==> config.mk <==
export PLATFORM = sky130hd
export DESIGN_NAME = tx_lane_striper
export DESIGN_NICKNAME = d
export VERILOG_FILES = /design/src/rtl/tx_stripe_pkg.sv /design/src/rtl/tx_lane_serializer.sv /design/src/rtl/tx_lane_striper.sv
export SDC_FILE = /design/constraint.sdc
export NUM_CORES = 1
export LEC_CHECK = 0
export CORE_ASPECT_RATIO = 1.5
export CORE_MARGIN = 2
export CORE_UTILIZATION = 42
export CTS_BUF_LIST = sky130_fd_sc_hd__clkbuf_2 sky130_fd_sc_hd__clkbuf_4 sky130_fd_sc_hd__clkbuf_8
export CTS_CLUSTER_SIZE = 30
export DETAILED_ROUTE_END_ITERATION = 16
export GPL_ROUTABILITY_DRIVEN = 0
export PLACE_DENSITY = 0.58
export SKIP_LAST_GASP = 1
export SLEW_MARGIN = 10
export SYNTH_ARGS = -nofsm -noshare
export SYNTH_HDL_FRONTEND = slang
export SYNTH_SLANG_ARGS = --single-unit
==> constraint.sdc <==
create_clock -name clk -period 2.9 [get_ports clk]
set_clock_uncertainty 0.15 [all_clocks]
set_input_delay 0.58 -clock clk [delete_from_list [all_inputs] [get_ports clk]]
set_output_delay 0.58 -clock clk [all_outputs]
set_load 0.01 [all_outputs]
==> src/rtl/tx_stripe_pkg.sv <==
// Shared types and helpers for the transmit lane striper.
package tx_stripe_pkg;

  typedef enum logic {IDLE = 1'b0, SHIFT = 1'b1} ser_state_t;

  localparam logic [1:0] LM_X1 = 2'd0;
  localparam logic [1:0] LM_X2 = 2'd1;
  localparam logic [1:0] LM_X4 = 2'd2;
  localparam logic [1:0] LM_X8 = 2'd3;

  localparam logic [7:0] PAD_BYTE_DEF = 8'hF7;

  // Requested lane count, clamped to the lanes physically present.
  function automatic int lanes_for_mode(input logic [1:0] mode, input int max_lanes);
    int n;
    case (mode)
      LM_X1:   n = 1;
      LM_X2:   n = 2;
      LM_X4:   n = 4;
      default: n = 8;
    endcase
    return (n > max_lanes) ? max_lanes : n;
  endfunction

endpackage

==> src/rtl/tx_lane_serializer.sv <==
// One lane: DATA_W shift register plus valid flag, driven by the shared striper FSM.
// Bit order: LSB first, or MSB first when TXS_MSB_FIRST_EN is defined.
module tx_lane_serializer #(
  parameter int DATA_W = 8
) (
  input  logic              clk,
  input  logic              reset,
  input  logic              i_load,
  input  logic              i_clear,
  input  logic              i_shift,
  input  logic [DATA_W-1:0] i_data,
  output logic              o_bit,
  output logic              o_valid
);

  logic [DATA_W-1:0] r_sr;
  logic              r_valid;

  always_ff @(posedge clk or negedge reset) begin
    if (!reset) begin
      r_sr    <= '0;
      r_valid <= 1'b0;
    end else if (i_load) begin
      r_sr    <= i_data;
      r_valid <= 1'b1;
    end else if (i_clear) begin
      r_sr    <= '0;
      r_valid <= 1'b0;
    end else if (i_shift) begin
`ifdef TXS_MSB_FIRST_EN
      r_sr <= r_sr << 1;
`else
      r_sr <= r_sr >> 1;
`endif
    end
  end

`ifdef TXS_MSB_FIRST_EN
  assign o_bit = r_valid & r_sr[DATA_W-1];
`else
  assign o_bit = r_valid & r_sr[0];
`endif
  assign o_valid = r_valid;

endmodule

==> src/rtl/tx_lane_striper.sv <==
// Round-robin byte striper over 1..NUM_LANES aligned serial lanes.
// Optional TXS_MSB_FIRST_EN switches every lane to MSB-first serialization.
module tx_lane_striper
  import tx_stripe_pkg::*;
#(
  parameter int                NUM_LANES = 4,
  parameter int                DATA_W    = 8,
  parameter logic [DATA_W-1:0] PAD_BYTE  = DATA_W'(PAD_BYTE_DEF)
) (
  input  logic                 clk,
  input  logic                 reset,
  input  logic [DATA_W-1:0]    in_data,
  input  logic                 in_valid,
  output logic                 in_ready,
  input  logic                 flush,
  input  logic [1:0]           lane_mode,
  output logic [NUM_LANES-1:0] lane_data,
  output logic [NUM_LANES-1:0] lane_valid,
  output logic                 busy
);

  localparam int IDX_W = (NUM_LANES > 1) ? $clog2(NUM_LANES) : 1;
  localparam int ACT_W = $clog2(NUM_LANES) + 1;
  localparam int CNT_W = (DATA_W > 1) ? $clog2(DATA_W) : 1;

  logic [IDX_W-1:0]  r_idx;
  logic [ACT_W-1:0]  r_act;
  logic              r_hold_full;
  logic [DATA_W-1:0] r_hold [NUM_LANES];
  ser_state_t        r_state, w_state_nxt;
  logic [CNT_W-1:0]  r_bit_cnt, w_bit_cnt_nxt;

  logic             w_accept, w_flush, w_mode_ld, w_last_slot;
  logic             w_last_bit, w_load, w_group_done;
  logic [ACT_W-1:0] w_act;

  assign in_ready = reset & ~r_hold_full;
  assign w_accept = in_valid & in_ready;

  // A new mode only takes hold on an empty, drained striper; a byte accepted
  // on that same edge already belongs to a group of the new width.
  assign w_mode_ld   = (r_idx == '0) & ~r_hold_full & (r_state == IDLE);
  assign w_act       = w_mode_ld ? ACT_W'(lanes_for_mode(lane_mode, NUM_LANES)) : r_act;
  assign w_last_slot = (ACT_W'(r_idx) == (w_act - ACT_W'(1)));
  assign w_flush     = flush & ~r_hold_full & ((r_idx != '0) | w_accept);

  assign w_last_bit   = (r_bit_cnt == CNT_W'(DATA_W - 1));
  assign w_load       = r_hold_full & ((r_state == IDLE) | ((r_state == SHIFT) & w_last_bit));
  assign w_group_done = (r_state == SHIFT) & w_last_bit & ~r_hold_full;

  always_ff @(posedge clk or negedge reset) begin
    if (!reset) begin
      r_idx       <= '0;
      r_hold_full <= 1'b0;
      r_act       <= ACT_W'(lanes_for_mode(LM_X1, NUM_LANES));
      for (int i = 0; i < NUM_LANES; i++) r_hold[i] <= '0;
    end else begin
      if (w_mode_ld) r_act <= w_act;
      if (w_accept) r_hold[r_idx] <= in_data;
      if (w_flush) begin
        for (int i = 0; i < NUM_LANES; i++) begin
          if ((i < int'(w_act)) &&
              ((i > int'(r_idx)) || (!w_accept && (i == int'(r_idx)))))
            r_hold[i] <= PAD_BYTE;
        end
        r_hold_full <= 1'b1;
        r_idx       <= '0;
      end else if (w_accept) begin
        if (w_last_slot) begin
          r_hold_full <= 1'b1;
          r_idx       <= '0;
        end else begin
          r_idx <= r_idx + IDX_W'(1);
        end
      end else if (w_load) begin
        r_hold_full <= 1'b0;
      end
    end
  end

  always_ff @(posedge clk or negedge reset) begin
    if (!reset) begin
      r_state   <= IDLE;
      r_bit_cnt <= '0;
    end else begin
      r_state   <= w_state_nxt;
      r_bit_cnt <= w_bit_cnt_nxt;
    end
  end

  always_comb begin
    w_state_nxt   = r_state;
    w_bit_cnt_nxt = r_bit_cnt;
    case (r_state)
      IDLE: begin
        if (w_load) begin
          w_state_nxt   = SHIFT;
          w_bit_cnt_nxt = '0;
        end
      end
      SHIFT: begin
        if (w_load) begin
          w_bit_cnt_nxt = '0;
        end else if (w_last_bit) begin
          w_state_nxt   = IDLE;
          w_bit_cnt_nxt = '0;
        end else begin
          w_bit_cnt_nxt = r_bit_cnt + CNT_W'(1);
        end
      end
      default: w_state_nxt = IDLE;
    endcase
  end

  for (genvar g = 0; g < NUM_LANES; g++) begin : g_lane
    logic w_lane_on;
    assign w_lane_on = (g < int'(r_act));

    tx_lane_serializer #(.DATA_W(DATA_W)) u_ser (
      .clk     (clk),
      .reset   (reset),
      .i_load  (w_load & w_lane_on),
      .i_clear ((w_load & ~w_lane_on) | w_group_done),
      .i_shift ((r_state == SHIFT) & ~w_load),
      .i_data  (r_hold[g]),
      .o_bit   (lane_data[g]),
      .o_valid (lane_valid[g])
    );
  end

  assign busy = r_hold_full | (r_idx != '0) | (r_state == SHIFT);

endmodule

==> results of run 1 <==
==> final cells by class <==
| class | instances | area [um^2] | share of cell area, % |
|---|---|---|---|
| clock buffers | 14 | 173.9 | 4.468 |
| multi-input cells | 169 | 1185 | 30.44 |
| flip-flops and latches | 78 | 1953 | 50.18 |
| clock inverters | 1 | 5.005 | 0.1286 |
| inverters | 35 | 131.4 | 3.375 |
| well taps | 105 | 131.4 | 3.375 |
| repair buffers | 34 | 312.8 | 8.036 |
==> critical path, cell delays in order <==
cell and delay [ps]:
dlygate4sd3_1 550, buf_4 170, nor2b_1 210, clkdlybuf4s50_1 570
==> power groups by stage <==
| stage | combinational, mW | sequential, mW | clock, mW |
|---|---|---|---|
| 4_1_cts | 1.27 | 1.79 | 0.774 |
| 3_5_place_dp | 1.26 | 1.81 | 0 |
| 3_3_place_gp | 1.23 | 1.79 | 0 |
| 2_1_floorplan | 0.965 | 1.72 | 0 |
| 5_1_grt | 1.41 | 1.84 | 0.823 |
| 6_report | 1.26 | 1.79 | 0.747 |
==> per-layer routing <==
| metal | GRT usage, % | wire length, um | up-vias |
|---|---|---|---|
| met1 | 22.04 | 3083 | 1206 |
| met4 | 12.38 | 250 | 0 |
| li1 | - | - | 1136 |
| met5 | 0 | 0 | - |
| met3 | 4.022 | 292 | 17 |
| met2 | 30.14 | 3824 | 57 |
==> cells by family (layout without fill, tap and decap cells) <==
group           after synthesis  after routing  share of synthesized area [%]
compound gates               66             66                          16.67
buf+inv                      58             84                          7.743
xor+xnor                      1              1                         0.2582
mux                          11             11                          3.872
simple gates                 85             85                          11.69
fa+ha+maj                     6              6                          2.212
flops                        78             78                          57.56
==> registers in the layout, indices dropped and copies added (netlist names) <==
register,count
r_state,1
r_bit_cnt,3
r_hold,32
r_hold_full,1
r_idx,2
g_lane.u_ser.r_sr,32
r_act,3
g_lane.u_ser.o_valid,4
==> worst min path at each step <==
stage / slack, ps / start / cells past startpoint / to
6_report: 330 / r_hold[22] / 2 / g_lane[1].u_ser.r_sr[6]
3_3_place_gp: 260 / reset / 1 / r_hold_full
4_1_cts: 340 / r_hold[22] / 2 / g_lane[1].u_ser.r_sr[6]
5_1_grt: 360 / r_hold[22] / 2 / g_lane[1].u_ser.r_sr[6]
3_5_place_dp: 260 / reset / 1 / r_hold_full
2_1_floorplan: 130 / reset / 0 / g_lane[0].u_ser.o_valid
==> what timing repair did <==
item | 4_1_cts | 5_1_grt
hold endpoints to repair | 5 | 0
setup buffers | 0 | 1
hold buffers | 1 | 0
setup endpoints to repair | 1 | 1
gates resized for setup | 1 | 0
==> synth_stat cells (5+ instances only) <==
master / instances
o22a_1: 7
a222oi_1: 28
a22o_1: 5
clkbuf_1: 11
nand2_1: 46
mux2_2: 7
ha_1: 6
nand3_1: 15
inv_1: 34
nand2b_1: 5
buf_4: 8
dfrtp_1: 77
==> flow_metrics.py, run 1 <==
metrics = {
    "critical_path": {
        "r2r-end": "r_hold[3]",
        "rrSetupSlack_ps": 260,
        "r2r_start": "r_idx[0]",
        "r2r_cells": 7,
        "cp.required_ps": 2170,
        "cp-end-kind": "output pin",
        "endpoint": "in_ready",
        "path_class": "in2out",
        "crit_start": "reset",
        "startpoint_type": "primary input",
        "crit_arrival_ps": 2090,
        "worstPathMaxFanout": 8,
    },
    "detailed_routing": {
        "firstDrtPassIters": 5,
        "avgRoutedWirePerCell_um": 17.09,
        "antenna_left": 0,
        "vias": 2416,
        "vias_per_cell": 5.541,
        "detail_route.iter0.violations": 213,
        "drt_wl_total_mm": 7.450,
        "drc_errors": 0,
    },
    "pwr": {
        "combinationalPowerShare_pct": 33.2,
        "clockPowerShare_pct": 19.7,
        "p_int_mw": 2.493,
        "p_per_area_nw_per_um2": 974.8,
        "switching_share_pct": 34.29,
        "seqPwrFrac_pct": 47.1,
        "ir_drop_v": 0.0005166,
        "power.total_mw": 3.794,
        "p_sw_mw": 1.301,
        "p_leak_nw": 1.951,
    },
    "logic_synthesis": {
        "synth_edf_count": 0,
        "synth_nets": 325,
        "synth_cell_types": 39,
        "synth_top_area_share_pct": 56.78,
        "syn_inst": 305,
        "syn_area_per_cell_um2": 11.13,
        "yosysSeqAreaShare_pct": 57.56,
        "synthesis.area_um2": 3393,
        "ys_async_sr_fraction_pct": 100.0,
        "synth_area_leader_cell": "dfrtp_1",
        "ys_ff_latch": 78,
        "synthTopCellsByArea": "dfrtp_1, a222oi_1, nand2_1",
        "ys.flop_type": "dfrtp_1",
        "yosys_warnings": 0,
    },
    "timing": {
        "period_share_pct": 97.16,
        "finalHoldViolCount": 0,
        "fmax_mhz": 354.9,
        "whs_ps": 332.7,
        "period_needed_ps": 2818,
        "slew_violations": 0,
        "rsz0062_at_grt": "no",
        "fin_ws_ps": 82.32,
        "relSlewSlack_pct": 49.15,
        "setup_tns_ps": 0,
        "setup_viol": 0,
        "worst_pin_slew_ps": 754.8,
    },
    "global_routing": {
        "antenna_found_initial": 0,
        "grt_max_degree": 63,
        "grtUsageTotal_pct": 18.54,
        "grt_pass1_vias": 2354,
        "overflow": 0,
        "grt_pass1_wl_mm": 12.25,
    },
    "final_layout": {
        "layout_commonest_cell": "dfrtp_1",
        "final_cells": 436,
        "nFillCells": 796,
        "layout_common_cells": "dfrtp_1, nand2_1, inv_1, a222oi_1, clkdlybuf4s50_1",
        "antennaDiodeCount": 0,
        "fin_util_pct": 49.22,
        "finalNetCount": 347,
        "drive_gt1_share_pct": 11.48,
        "area_growth_pct": 14.71,
        "design_area_um2": 3892,
    },
    "cts": {
        "cts_tree": "built",
        "htreeDepth": 3,
        "clock_path_buffers": 2,
        "clock_sink_count": 78,
        "cts_inserted_buffers": 9,
        "clkTransAtPathRegs_ps": 80,
        "clock_latency_ps": 350,
        "root_buffer": "clkbuf_8",
    },
    "floorplanning": {
        "dieWidth_um": 77.39,
        "initial_core_util_pct": 42.91,
        "io_pins": 24,
        "dieHeight_um": 114.1,
        "core_um2": 7908,
        "row_count": 40,
        "dieArea_um2": 8829,
    },
    "run_status": {
        "status": "finished clean",
    },
    "run": {
        "cap_viol_max_count": 0,
    },
    "placement": {
        "place_ws_ps": 227.9,
        "place.detailed.hpwl_mm": 5.069,
        "port_buffers": 23,
        "dp_cells": 419,
        "place_area_um2": 3694,
    },
    "min_path": {
        "hold_path.class": "reg2reg",
    },
}
No activity file was read; power rests on OpenSTA's default activity.
==> run 2, diff against run 1 <==
- HOLD_SLACK_MARGIN: not set -> 0.15
==> results of run 2 <==
The final DEF is identical to that of run 1; final timing and power are the same.
==> run 3, diff against run 2 <==
- ABC_AREA: not set -> 0
==> results of run 3 <==
The final DEF is identical to that of run 1; final timing and power are the same.
